$ cat src/rtl/dlx_pkg.sv
// Shared constants and types for the DLX instruction-fetch front end.
// Holds reset address, default widths and the prefetch FSM encoding.
package dlx_pkg;

   localparam int DLX_DATA_WIDTH      = 32;
   localparam int DLX_INST_ADDR_WIDTH = 20;
   localparam int PC_STEP             = 4;

   localparam logic [DLX_INST_ADDR_WIDTH-1:0] PC_INITIAL_ADDRESS = 20'h40000;

   typedef enum logic {
      ST_RUN   = 1'b0,
      ST_DRAIN = 1'b1
   } fetch_state_t;

   // Pointer width for a power-of-two ring; never narrower than one bit.
   function automatic int ptr_bits(input int depth);
      return (depth > 1) ? $clog2(depth) : 1;
   endfunction

endpackage

$ cat src/rtl/fetch_slot_ring.sv
// Slot ring for the prefetch unit: per-slot {pc, instr, filled} plus the
// issue/fill/read pointers. Head slot contents are presented combinationally.
module fetch_slot_ring
   import dlx_pkg::*;
#(
   parameter int DATA_WIDTH = 32,
   parameter int ADDR_WIDTH = 20,
   parameter int DEPTH      = 4
) (
   input  logic                  clk,
   input  logic                  rst,
   input  logic                  clear,
   input  logic                  issue_en,
   input  logic [ADDR_WIDTH-1:0] issue_pc,
   input  logic                  fill_en,
   input  logic [DATA_WIDTH-1:0] fill_instr,
   input  logic                  consume_en,
   output logic                  head_filled,
   output logic [ADDR_WIDTH-1:0] head_pc,
   output logic [DATA_WIDTH-1:0] head_instr
);

   localparam int PTR_W = ptr_bits(DEPTH);
   localparam logic [PTR_W-1:0] PTR_ONE = PTR_W'(1);

   logic [PTR_W-1:0] issue_ptr_reg;
   logic [PTR_W-1:0] fill_ptr_reg;
   logic [PTR_W-1:0] rd_ptr_reg;

   logic                  filled_vec [DEPTH];
   logic [ADDR_WIDTH-1:0] pc_vec     [DEPTH];
   logic [DATA_WIDTH-1:0] instr_vec  [DEPTH];

   // Pointers wrap naturally because DEPTH is a power of two.
   always_ff @(posedge clk) begin
      if (rst || clear) begin
         issue_ptr_reg <= '0;
         fill_ptr_reg  <= '0;
         rd_ptr_reg    <= '0;
      end else begin
         if (issue_en) begin
            issue_ptr_reg <= issue_ptr_reg + PTR_ONE;
         end
         if (fill_en) begin
            fill_ptr_reg <= fill_ptr_reg + PTR_ONE;
         end
         if (consume_en) begin
            rd_ptr_reg <= rd_ptr_reg + PTR_ONE;
         end
      end
   end

   generate
      for (genvar gi = 0; gi < DEPTH; gi++) begin : g_slot
         localparam logic [PTR_W-1:0] SLOT_IDX = PTR_W'(gi);

         logic                  slot_filled_reg;
         logic [ADDR_WIDTH-1:0] slot_pc_reg;
         logic [DATA_WIDTH-1:0] slot_instr_reg;

         always_ff @(posedge clk) begin
            if (rst || clear) begin
               slot_filled_reg <= 1'b0;
               slot_pc_reg     <= '0;
               slot_instr_reg  <= '0;
            end else begin
               if (issue_en && (issue_ptr_reg == SLOT_IDX)) begin
                  slot_pc_reg <= issue_pc;
               end
               if (fill_en && (fill_ptr_reg == SLOT_IDX)) begin
                  slot_instr_reg <= fill_instr;
               end
               // A slot being reserved or consumed is never the fill target.
               if (fill_en && (fill_ptr_reg == SLOT_IDX)) begin
                  slot_filled_reg <= 1'b1;
               end else if ((issue_en && (issue_ptr_reg == SLOT_IDX)) ||
                            (consume_en && (rd_ptr_reg == SLOT_IDX))) begin
                  slot_filled_reg <= 1'b0;
               end
            end
         end

         assign filled_vec[gi] = slot_filled_reg;
         assign pc_vec[gi]     = slot_pc_reg;
         assign instr_vec[gi]  = slot_instr_reg;
      end
   endgenerate

   assign head_filled = filled_vec[rd_ptr_reg];
   assign head_pc     = pc_vec[rd_ptr_reg];
   assign head_instr  = instr_vec[rd_ptr_reg];

endmodule

$ cat src/rtl/prefetch_unit.sv
// Instruction prefetch unit: issues sequential fetches into a slot ring,
// presents the head to decode, and drains in-flight responses after redirect.
module prefetch_unit
   import dlx_pkg::*;
#(
   parameter int                         DATA_WIDTH         = DLX_DATA_WIDTH,
   parameter int                         INST_ADDR_WIDTH    = DLX_INST_ADDR_WIDTH,
   parameter int                         DEPTH              = 4,
   parameter logic [INST_ADDR_WIDTH-1:0] PC_INITIAL_ADDRESS = dlx_pkg::PC_INITIAL_ADDRESS,
   parameter int                         PC_INCREMENT       = PC_STEP
) (
   input  logic                       clk,
   input  logic                       rst,
   output logic                       instr_rd_en,
   output logic [INST_ADDR_WIDTH-1:0] instr_addr,
   input  logic                       instr_gnt,
   input  logic                       instr_rvalid,
   input  logic [DATA_WIDTH-1:0]      instruction,
   input  logic                       stall_in,
   input  logic                       select_new_pc_in,
   input  logic [INST_ADDR_WIDTH-1:0] new_pc_in,
   output logic                       if_valid_out,
   output logic [DATA_WIDTH-1:0]      if_instruction_out,
   output logic [INST_ADDR_WIDTH-1:0] if_pc_out,
   output logic                       protocol_err_out
);

   localparam int PTR_W = ptr_bits(DEPTH);
   localparam int CNT_W = PTR_W + 1;

   localparam logic [CNT_W-1:0]           CNT_FULL  = CNT_W'(DEPTH);
   localparam logic [CNT_W-1:0]           CNT_ONE   = CNT_W'(1);
   localparam logic [INST_ADDR_WIDTH-1:0] PC_STEP_W = INST_ADDR_WIDTH'(PC_INCREMENT);

   fetch_state_t               state_reg;
   logic [INST_ADDR_WIDTH-1:0] fetch_pc_reg;
   logic [CNT_W-1:0]           used_reg;
   logic [CNT_W-1:0]           outstanding_reg;
   logic [CNT_W-1:0]           drop_cnt_reg;
   logic                       protocol_err_reg;

   logic                       rd_en;
   logic                       issue;
   logic                       fill;
   logic                       discard;
   logic                       unexpected;
   logic                       head_valid;
   logic                       consume;
   logic [CNT_W-1:0]           drop_next;

   logic                       head_filled;
   logic [INST_ADDR_WIDTH-1:0] head_pc;
   logic [DATA_WIDTH-1:0]      head_instr;

   always_comb begin
      rd_en      = !rst && (state_reg == ST_RUN) && (used_reg < CNT_FULL) && !select_new_pc_in;
      issue      = rd_en && instr_gnt;
      fill       = !rst && instr_rvalid && (state_reg == ST_RUN) && (outstanding_reg != '0);
      discard    = !rst && instr_rvalid && (state_reg == ST_DRAIN);
      unexpected = !rst && instr_rvalid && (state_reg == ST_RUN) && (outstanding_reg == '0);
      head_valid = !rst && head_filled && (used_reg != '0);
      consume    = head_valid && !stall_in && !select_new_pc_in;

      // Responses still owed after this cycle: in RUN they become stale on a
      // redirect, in DRAIN they are the remaining discards.
      if (state_reg == ST_RUN) begin
         drop_next = outstanding_reg - (fill ? CNT_ONE : '0);
      end else begin
         drop_next = drop_cnt_reg - (discard ? CNT_ONE : '0);
      end
   end

   always_ff @(posedge clk) begin
      if (rst) begin
         state_reg        <= ST_RUN;
         fetch_pc_reg     <= PC_INITIAL_ADDRESS;
         used_reg         <= '0;
         outstanding_reg  <= '0;
         drop_cnt_reg     <= '0;
         protocol_err_reg <= 1'b0;
      end else begin
         if (unexpected) begin
            protocol_err_reg <= 1'b1;
         end

         if (select_new_pc_in) begin
            fetch_pc_reg    <= new_pc_in;
            used_reg        <= '0;
            outstanding_reg <= '0;
            drop_cnt_reg    <= drop_next;
            state_reg       <= (drop_next != '0) ? ST_DRAIN : ST_RUN;
         end else begin
            case (state_reg)
               ST_RUN: begin
                  if (issue) begin
                     fetch_pc_reg <= fetch_pc_reg + PC_STEP_W;
                  end
                  outstanding_reg <= outstanding_reg + (issue ? CNT_ONE : '0)
                                                     - (fill ? CNT_ONE : '0);
                  used_reg        <= used_reg + (issue ? CNT_ONE : '0)
                                              - (consume ? CNT_ONE : '0);
               end
               ST_DRAIN: begin
                  drop_cnt_reg <= drop_next;
                  if (drop_next == '0) begin
                     state_reg <= ST_RUN;
                  end
               end
               default: begin
                  state_reg <= ST_RUN;
               end
            endcase
         end
      end
   end

   fetch_slot_ring #(
      .DATA_WIDTH (DATA_WIDTH),
      .ADDR_WIDTH (INST_ADDR_WIDTH),
      .DEPTH      (DEPTH)
   ) u_ring (
      .clk         (clk),
      .rst         (rst),
      .clear       (select_new_pc_in),
      .issue_en    (issue),
      .issue_pc    (fetch_pc_reg),
      .fill_en     (fill),
      .fill_instr  (instruction),
      .consume_en  (consume),
      .head_filled (head_filled),
      .head_pc     (head_pc),
      .head_instr  (head_instr)
   );

   assign instr_rd_en        = rd_en;
   assign instr_addr         = fetch_pc_reg;
   assign if_valid_out       = head_valid;
   assign if_instruction_out = head_valid ? head_instr : '0;
   assign if_pc_out          = head_valid ? head_pc : '0;
   assign protocol_err_out   = protocol_err_reg;

endmodule

$ cat config.mk
export PLATFORM = sky130hd
export DESIGN_NAME = prefetch_unit
export DESIGN_NICKNAME = d
export VERILOG_FILES = /design/src/rtl/dlx_pkg.sv /design/src/rtl/fetch_slot_ring.sv /design/src/rtl/prefetch_unit.sv
export SDC_FILE = /design/constraint.sdc
export NUM_CORES = 1
export LEC_CHECK = 0
export BUFFER_PORTS_ARGS = -buffer_cell sky130_fd_sc_hd__buf_2
export CAP_MARGIN = 20
export CORE_MARGIN = 3
export CORE_UTILIZATION = 58
export DETAILED_ROUTE_END_ITERATION = 7
export PLACE_DENSITY = 0.79
export SETUP_SLACK_MARGIN = 0.1
export SYNTH_ARGS = -nofsm -noshare
export SYNTH_HDL_FRONTEND = slang
export SYNTH_SLANG_ARGS = --single-unit
$ cat constraint.sdc
create_clock -name clk -period 3.3 [get_ports clk]
set_input_delay 0.66 -clock clk [delete_from_list [all_inputs] [get_ports clk]]
set_output_delay 0.66 -clock clk [all_outputs]
set_load 0.02 [all_outputs]
==> out/metrics.yaml, run 1 <==
power_density_mw_per_mm2: 487
area_growth_pct: 15.2
skew_ns: 0.0225
clock_path_buffers: 3
synth_warnings: 0
clock_latency_ns: 0.53
grt_usage: 0.255
grt_max_degree: 149
drc: 0
grt_overflow_total: 0
via_count: 9119
dr.pass1.iters: 5
power.leakage_nw: 5.09
synth-seq-cells: 249
fmax_ghz: 0.323
finalHoldViolations: 0
setup_tns_ns: 0
pin_count: 133
rr_worst_depth: 11
drt-initial-drc-count: 597
path_clk_slew_ns: 0.06
syn_avg_cell_area_um2: 9.08
rsz0062_at_grt: "false"
min_period_ns: 3.10
fp-row-count: 50
path_max_fanout: 57
synth_ff_type: "dfxtp_1"
timing.slew.headroom: 0.425
ys_seq_area_frac: 0.446
synth_edf_count: 0
cp.required_ns: 2.64
ys_types: 48
grt_pass1_vias: 8631
globalplace.congestion: 0.861
multiInputGateArea_mm2: 0.00568
async_flop_share: 0
ir_drop_mv: 0.407
synth_fp_nets: 1313
path_class: "flop to output pin"
cts_root_buffer: "clkbuf_16"
crit_arrival_ns: 2.44
status: "finished, final reports clean"
drive_above_1_share: 0.198
final_nets: 1400
final_cell_mix: "281 x nand2_1, 247 x dfxtp_1, 145 x a21oi_1, 132 x buf_2, 105 x nor2_1"
dieHeight_um: 145
cts.sinks: 249
hpwlAfterDp_um: 16700
antenna_found_initial: 1
core_mm2: 0.0188
cts_made_buffers: 26
worstMarginPinSlew_ns: 0.862
num_antenna_cells: 0
end_kind: "output pin"
htree_num_levels: 1
slew_viol_final: 0
start_util: 0.594
whs_path_depth: 3
final_common_cell: "nand2_1"
fillers: 1455
die_w_um: 145
cts_tree: "built"
wl_per_cell_um: 17.1
synthCells: 1232
grt_pass1_wl_um: 43500
portBuffers: 132
setup_viol: 0
critPathLaunchType: "flop"
regArea_mm2: 0.00499
fin_util: 0.684
hp-class: "input port to flop"
dieArea_mm2: 0.0210
postCtsHoldBufs: 0
synthesis.area_mm2: 0.0112
ant_nets: 0
min_period_over_period: 0.939
viasPerCell: 5.71
routed_wl_um: 27300
max-cap-violations: 0
largest_reg_flops: 128
==> synthesized netlist by cell type (all sizes together), types with 4 or more instances <==
master  number  share of area
inv         20         0.0067
or4          4         0.0030
o21ai       10         0.0045
nor3         6         0.0027
nor2b       53          0.030
nor2       105          0.035
nand4        7         0.0039
mux2i       84          0.075
and3         6         0.0034
a21oi      145          0.065
nand3       18         0.0081
or3          6         0.0034
nand2      281          0.094
clkbuf      67          0.024
xnor2        7         0.0055
a31oi        4         0.0022
a311oi       8         0.0063
nor4         5         0.0034
ha          21          0.023
buf         35          0.017
a211oi       8         0.0054
mux4        53           0.11
xor2         7         0.0055
dfxtp      249           0.45
==> where the power goes <==
| part | leakage (nW) | internal, mW | switching (mW) |
|---|---|---|---|
| registers | 2.01 | 3.03 | 0.0523 |
| clock network | 0.422 | 1.74 | 1.16 |
| logic | 2.66 | 0.105 | 0.184 |
| total | 5.09 | 4.88 | 1.39 |
==> logic make-up after synthesis <==
| kind of cell | Yosys count | synth area share |
|---|---|---|
| AND/OR/NAND/NOR | 500 | 0.194 |
| multiplexers | 139 | 0.184 |
| XOR/XNOR | 14 | 0.0110 |
| adder cells (fa/ha/maj) | 23 | 0.0271 |
| flip-flops | 249 | 0.446 |
| AO/OA/AOI/OAI | 185 | 0.0905 |
| buffers and inverters | 122 | 0.0476 |
==> what timing repair did <==
item                                    CTS  global route
gates resized for setup                   1             0
endpoints found under the setup margin    2             0
setup buffers                             0             0
==> per-layer routing <==
| layer | vias up | track usage | part of all wire |
|---|---|---|---|
| li1 | 4365 | - | - |
| met1 | 4405 | 0.327 | 0.42 |
| met2 | 296 | 0.440 | 0.51 |
| met3 | 51 | 0.0394 | 0.059 |
| met4 | 2 | 0.0864 | 0.019 |
| met5 | - | 0 | 0.00048 |
==> through the flow <==
| step | power, mW | hold slack (ns) | worst slack (ns) | std cells | area [um2] |
|---|---|---|---|---|---|
| 4_1_cts | 6.30 | 0.380 | 0.202 | 1596 | 12900 |
| 2_1_floorplan | 3.32 | 0.433 | 0.111 | 1232 | 11200 |
| 5_1_grt | 6.48 | 0.382 | 0.109 | 1596 | 12900 |
| 3_3_place_gp | 3.43 | 0.439 | 0.506 | 1551 | 12000 |
| 6_report | 6.27 | 0.389 | 0.202 | 1596 | 12900 |
| 3_5_place_dp | 3.43 | 0.443 | 0.422 | 1551 | 12000 |
==> critical path, cell delays in order, from the launching register on <==
cell and delay (ns):
dfxtp_2 0.34, mux4_2 0.54, o311ai_2 0.10, buf_4 0.59, nor2b_1 0.14, buf_2 0.20
==> cell type report <==
type / instances / area share
Tap cell: 260 / 0.0253
Timing Repair Buffer: 161 / 0.0743
Sequential cell: 249 / 0.387
Inverter: 20 / 0.00583
Clock inverter: 5 / 0.00408
Multi-Input combinational cell: 861 / 0.441
Clock buffer: 40 / 0.0625
==> path summary, 6_finish.rpt <==
check / from / endpoint / slack, ns
hold / removal: new_pc_in[2] / instr_addr[2] / 0.39
setup reg to reg: outstanding_reg[2] / outstanding_reg[2] / 0.64
setup / recovery: u_ring.rd_ptr_reg[1] / if_instruction_out[31] / 0.20
hold reg to reg: u_ring.g_slot[0].slot_instr_reg[5] / u_ring.g_slot[0].slot_instr_reg[5] / 0.45
(Power assumes the default switching activity.)
==> inputs of run 2 (changes only) <==
RECOVER_POWER = 100   (was default)
==> out/metrics.yaml, run 2 (same netlist as run 1, synthesis figures left out) <==
start_util: 0.594  # unchanged
wl_per_cell_um: 17.2  # was 17.1 um
violations: "capacitance limit, slew limit"
cts-resized-gates: 1  # unchanged
grt_pass1_vias: 8631  # unchanged
ir_drop_mv: 0.407  # about the same
drc: 0  # unchanged
via_count: 9099  # was 9119
largest_reg_flops: 128  # unchanged
slew_viol_final: 149  # was 0
end_kind: "output pin"  # unchanged
postCtsHoldBufs: 0  # unchanged
crit_arrival_ns: 2.42  # was 2.44 ns
post_cts_buffers: 0  # unchanged
setup_viol: 0  # unchanged
critPathLaunchType: "flop"  # unchanged
finalHoldViolations: 0  # unchanged
hpwlAfterDp_um: 16700  # unchanged
htree_num_levels: 1  # unchanged
max-cap-violations: 1  # was 0
path_clk_slew_ns: 0.06  # about the same
timing.slew.headroom: -0.0933  # was 0.425
fmax_ghz: 0.325  # was 0.323 GHz
drive_above_1_share: 0.145  # was 0.198
rrSetupSlack_ns: 0.31  # was 0.64 ns
pin_count: 133  # unchanged
clock_latency_ns: 0.53  # about the same
min_period_over_period: 0.933  # was 0.939
cts_made_buffers: 26  # unchanged
final_nets: 1400  # unchanged
setup_tns_ns: 0  # unchanged
grt_overflow_total: 0  # unchanged
status: "finished, violations left"  # was finished, final reports clean
min_period_ns: 3.08  # was 3.10 ns
skew_ns: 0.0239  # was 0.0225 ns
total_power_mw: 6.26  # was 6.27 mW
clock_path_buffers: 3  # unchanged
die_w_um: 145  # unchanged
antenna_found_initial: 1  # unchanged
globalplace.congestion: 0.861  # unchanged
fillers: 1512  # was 1455
dieHeight_um: 145  # unchanged
routed_wl_um: 27400  # was 27300 um
grt_max_degree: 149  # unchanged
cts_root_buffer: "clkbuf_16"  # unchanged
rsz0062_at_grt: "false"  # unchanged
dieArea_mm2: 0.0210  # unchanged
cts.sinks: 249  # unchanged
cp.required_ns: 2.64  # about the same
hp-class: "input port to flop"  # unchanged
path_max_fanout: 57  # unchanged
grt_usage: 0.255  # unchanged
fp-row-count: 50  # unchanged
worstMarginPinSlew_ns: 1.64  # was 0.862 ns
core_mm2: 0.0188  # unchanged
dr.pass1.iters: 5  # unchanged
portBuffers: 132  # unchanged
drt-initial-drc-count: 636  # was 597
area_growth_pct: 13.9  # was 15.2%
power_density_mw_per_mm2: 492  # was 487 mW/mm2
path_class: "flop to output pin"  # unchanged
viasPerCell: 5.70  # was 5.71
grt_pass1_wl_um: 43500  # unchanged
final_cell_mix: "281 x nand2_1, 247 x dfxtp_1, 145 x a21oi_1, 105 x nor2_1, 84 x mux2i_1"  # was 281 x nand2_1, 247 x dfxtp_1, 145 x a21oi_1, 132 x buf_2, 105 x nor2_1
num_antenna_cells: 0  # unchanged
power.leakage_nw: 4.82  # was 5.09 nW
ant_nets: 0  # unchanged
cts_tree: "built"  # unchanged
final_common_cell: "nand2_1"  # unchanged
## run 2: per-layer routing
metal,up-vias,part of all wire,GRT usage
met3,55,0.057,0.0394
li1,4370,-,-
met5,-,0.00047,0
met2,278,0.50,0.440
met4,2,0.020,0.0864
met1,4394,0.42,0.327
## run 2: layout make-up
| type | count | area, um2 | share of cell area |
|---|---|---|---|
| clock buffers | 40 | 805 | 0.0632 |
| clock inverters | 5 | 52.6 | 0.00413 |
| inverters | 20 | 75.1 | 0.00590 |
| multi-input cells | 861 | 5670 | 0.445 |
| flip-flops and latches | 249 | 4990 | 0.392 |
| well taps | 260 | 325 | 0.0256 |
| repair buffers | 161 | 818 | 0.0643 |
## run 2: final timing paths
path | startpoint | endpoint | cells after the start
worst max-delay path | u_ring.rd_ptr_reg[1] | if_instruction_out[31] | 5
worst min-delay path | new_pc_in[2] | instr_addr[2] | 3
worst max register to register | state_reg | u_ring.g_slot[3].slot_instr_reg[13] | 6
worst min register to register | u_ring.g_slot[0].slot_instr_reg[5] | u_ring.g_slot[0].slot_instr_reg[5] | 2
## run 2: per-stage QoR
| step | hold slack, ns | cell area, um2 | setup slack, ns | util | instances |
|---|---|---|---|---|---|
| 2_1_floorplan | 0.433 | 11200 | 0.111 | - | 1232 |
| 3_3_place_gp | 0.439 | 12000 | 0.506 | 0.638 | 1551 |
| 3_5_place_dp | 0.443 | 12000 | 0.422 | 0.638 | 1551 |
| 4_1_cts | 0.380 | 12900 | 0.202 | 0.684 | 1596 |
| 5_1_grt | 0.382 | 12700 | 0.0931 | 0.676 | 1596 |
| 6_report | 0.389 | 12700 | 0.220 | 0.676 | 1596 |
## run 2: power by group
part / internal, mW / leakage [nW] / switching (mW)
Sequential: 3.03 / 2.01 / 0.0531
Combinational: 0.0958 / 2.38 / 0.184
Clock: 1.74 / 0.422 / 1.16
Total: 4.87 / 4.82 / 1.40
## run 2: worst max-delay path, cell delays in order (launching register included)
cell and delay, ns:
dfxtp_2 0.34, mux4_2 0.53, o311ai_2 0.10, buf_4 0.59, nor2b_1 0.13, clkbuf_2 0.20
==> inputs of run 3 (changes only) <==
SYNTH_HIERARCHICAL = 1   (was default)
==> out/metrics.yaml, run 3 <==
power.leakage_nw: 4.98  # was 4.82 nW
crit_arrival_ns: 2.37  # was 2.42 ns
viasPerCell: 6.13  # was 5.70
cts_tree: "built"  # unchanged
synth_edf_count: 0  # unchanged
antenna_found_initial: 4  # was 1
synthesis.area_mm2: 0.0133  # was 0.0112 mm2
routed_wl_um: 31100  # was 27400 um
synth_top_area_share: 0.374  # was 0.446
slowest_delay_ns: 0.59  # about the same
cts_made_buffers: 27  # was 26
async_flop_share: 0  # unchanged
slew_viol_final: 0  # was 149
worstMarginPinSlew_ns: 1.13  # was 1.64 ns
syn_avg_cell_area_um2: 9.92  # was 9.08 um2
fmax_ghz: 0.330  # was 0.325 GHz
path_max_fanout: 56  # was 57
post_cts_buffers: 0  # unchanged
clock_latency_ns: 0.53  # about the same
synth-seq-cells: 249  # unchanged
drc: 0  # unchanged
final_nets: 1467  # was 1400
critPathBufInv: 2  # unchanged
synth_top_cell_by_area: "dfxtp_1"  # unchanged
htree_num_levels: 1  # unchanged
area_growth_pct: 8.30  # was 13.9%
synthCells: 1343  # was 1232
fin_ws_ns: 0.265  # was 0.220 ns
grt_pass1_wl_um: 50700  # was 43500 um
crit_family: "buffers and inverters"  # unchanged
hp-class: "input port to flop"  # unchanged
slowest_stage: "mux4_2"  # was buf_4
status: "finished, final reports clean"  # was finished, violations left
ys_seq_area_frac: 0.374  # was 0.446
yosysMostFrequentCell: "dfxtp_1"  # was nand2_1
portBuffers: 132  # unchanged
timing.slew.headroom: 0.244  # was -0.0933
pre_cts_slack_ns: 0.351  # was 0.422 ns
min_period_ns: 3.03  # was 3.08 ns
rsz0062_at_grt: "false"  # unchanged
dr.pass1.iters: 5  # unchanged
final_common_cell: "dfxtp_1"  # was nand2_1
globalplace.congestion: 0.772  # was 0.861
path_class: "flop to output pin"  # unchanged
grt_usage: 0.245  # was 0.255
fillers: 1886  # was 1512
path_clk_slew_ns: 0.06  # about the same
drive_above_1_share: 0.301  # was 0.145
grt_overflow_total: 0  # unchanged
dieHeight_um: 158  # was 145 um
ir_drop_mv: 0.421  # was 0.407 mV
dieArea_mm2: 0.0248  # was 0.0210 mm2
dpl.cell_count: 1639  # was 1551
pin_count: 133  # unchanged
via_count: 10400  # was 9099
multiInputGateArea_mm2: 0.00722  # was 0.00567 mm2
regArea_mm2: 0.00499  # about the same
crit_chain: "buf_6, mux4_2, and2_1, clkbuf_1"  # was mux4_2, o311ai_2, buf_4, nor2b_1, clkbuf_2
cts.sinks: 249  # unchanged
largest_reg_flops: 128  # unchanged
synth_fp_nets: 1422  # was 1313
hpwlAfterDp_um: 18200  # was 16700 um
finalHoldViolations: 0  # unchanged
skew_ns: 0.00857  # was 0.0239 ns
setup_tns_ns: 0  # unchanged
power_density_mw_per_mm2: 451  # was 492 mW/mm2
cp.required_ns: 2.64  # about the same
grt_pass1_vias: 10100  # was 8631
fp-row-count: 54  # was 50
drt-initial-drc-count: 895  # was 636
start_util: 0.601  # was 0.594
critPathLaunchType: "flop"  # unchanged
wl_per_cell_um: 18.4  # was 17.2 um
min_period_over_period: 0.920  # was 0.933
cts_root_buffer: "clkbuf_16"  # unchanged
max-cap-violations: 0  # was 1
final_cell_mix: "248 x dfxtp_1, 215 x nand3_1, 199 x a21bo_2, 197 x a21oi_1, 72 x buf_2"  # was 281 x nand2_1, 247 x dfxtp_1, 145 x a21oi_1, 105 x nor2_1, 84 x mux2i_1
final_cell_count_no_fill: 1688  # was 1596
clock_path_buffers: 3  # unchanged
grt_max_degree: 263  # was 149
synth_common_cells: "249 x dfxtp_1, 215 x nand3_1, 199 x a21bo_2"  # was 281 x nand2_1, 249 x dfxtp_1, 145 x a21oi_1
setup_viol: 0  # unchanged
end_kind: "output pin"  # unchanged
die_w_um: 158  # was 145 um
synth_warnings: 6  # was 0
synth_ff_type: "dfxtp_1"  # unchanged
core_mm2: 0.0222  # was 0.0188 mm2
ys_types: 52  # was 48
synth_area_leaders: "dfxtp_1 37%, a21bo_2 15%, mux4_2 9.0%"  # was dfxtp_1 45%, mux4_2 11%, nand2_1 9.4%
ant_nets: 0  # unchanged
[run 3: power by group]
group	switching (mW)	total (mW)	internal (mW)	leakage, nW
Sequential	0.0601	3.09	3.03	2.01
Combinational	0.229	0.335	0.106	2.52
Clock	1.20	3.08	1.89	0.451
Total	1.49	6.51	5.02	4.98
[run 3: path summary, 6_finish.rpt]
path | startpoint | end | slack (ns) | cells after the start
max | u_ring/rd_ptr_reg[0] | if_pc_out[19] | 0.27 | 4
min | new_pc_in[13] | instr_addr[13] | 0.37 | 2
max reg2reg | u_ring/rd_ptr_reg[0] | used_reg[2] | 0.42 | 10
min reg2reg | drop_cnt_reg[0] | drop_cnt_reg[0] | 0.45 | 2
[run 3: per-layer routing]
| metal | vias up | global-route usage | wire length, um |
|---|---|---|---|
| li1 | 4964 | - | - |
| met1 | 4995 | 0.344 | 13700 |
| met2 | 316 | 0.393 | 14600 |
| met3 | 71 | 0.0423 | 1960 |
| met4 | 6 | 0.0702 | 765 |
| met5 | - | 0 | 34 |
[run 3: final cells by class]
cell class	instances	share of cell area
Tap cell	280	0.0243
Clock buffer	39	0.0548
Antenna cell	1	0.000174
Sequential cell	249	0.346
Inverter	18	0.00468
Multi-Input combinational cell	929	0.500
Clock inverter	9	0.00850
Timing Repair Buffer	163	0.0612
[run 3: what timing repair did]
item | in CTS | in global routing
gates resized for setup | 1 | 0
endpoints found under the setup margin | 2 | 0
hold buffers | 0 | 0
[run 3: through the flow]
step	hold WS [ns]	instance area [um2]	utilization	total power, mW
2_1_floorplan	0.432	13300	-	3.36
3_3_place_gp	0.441	13900	0.629	3.50
3_5_place_dp	0.451	13900	0.629	3.50
4_1_cts	0.352	14900	0.670	6.57
5_1_grt	0.356	14400	0.651	6.71
6_report	0.370	14400	0.651	6.51
[run 3: cells by family after synthesis]
logic type / share of synthesized area
xor gates and xnor gates: 0.0132
buffers and inverters: 0.0601
DFF: 0.374
and+or+nand+nor: 0.141
muxes: 0.100
adders and majority gates: 0.0209
AOI/OAI and AO/OA: 0.290
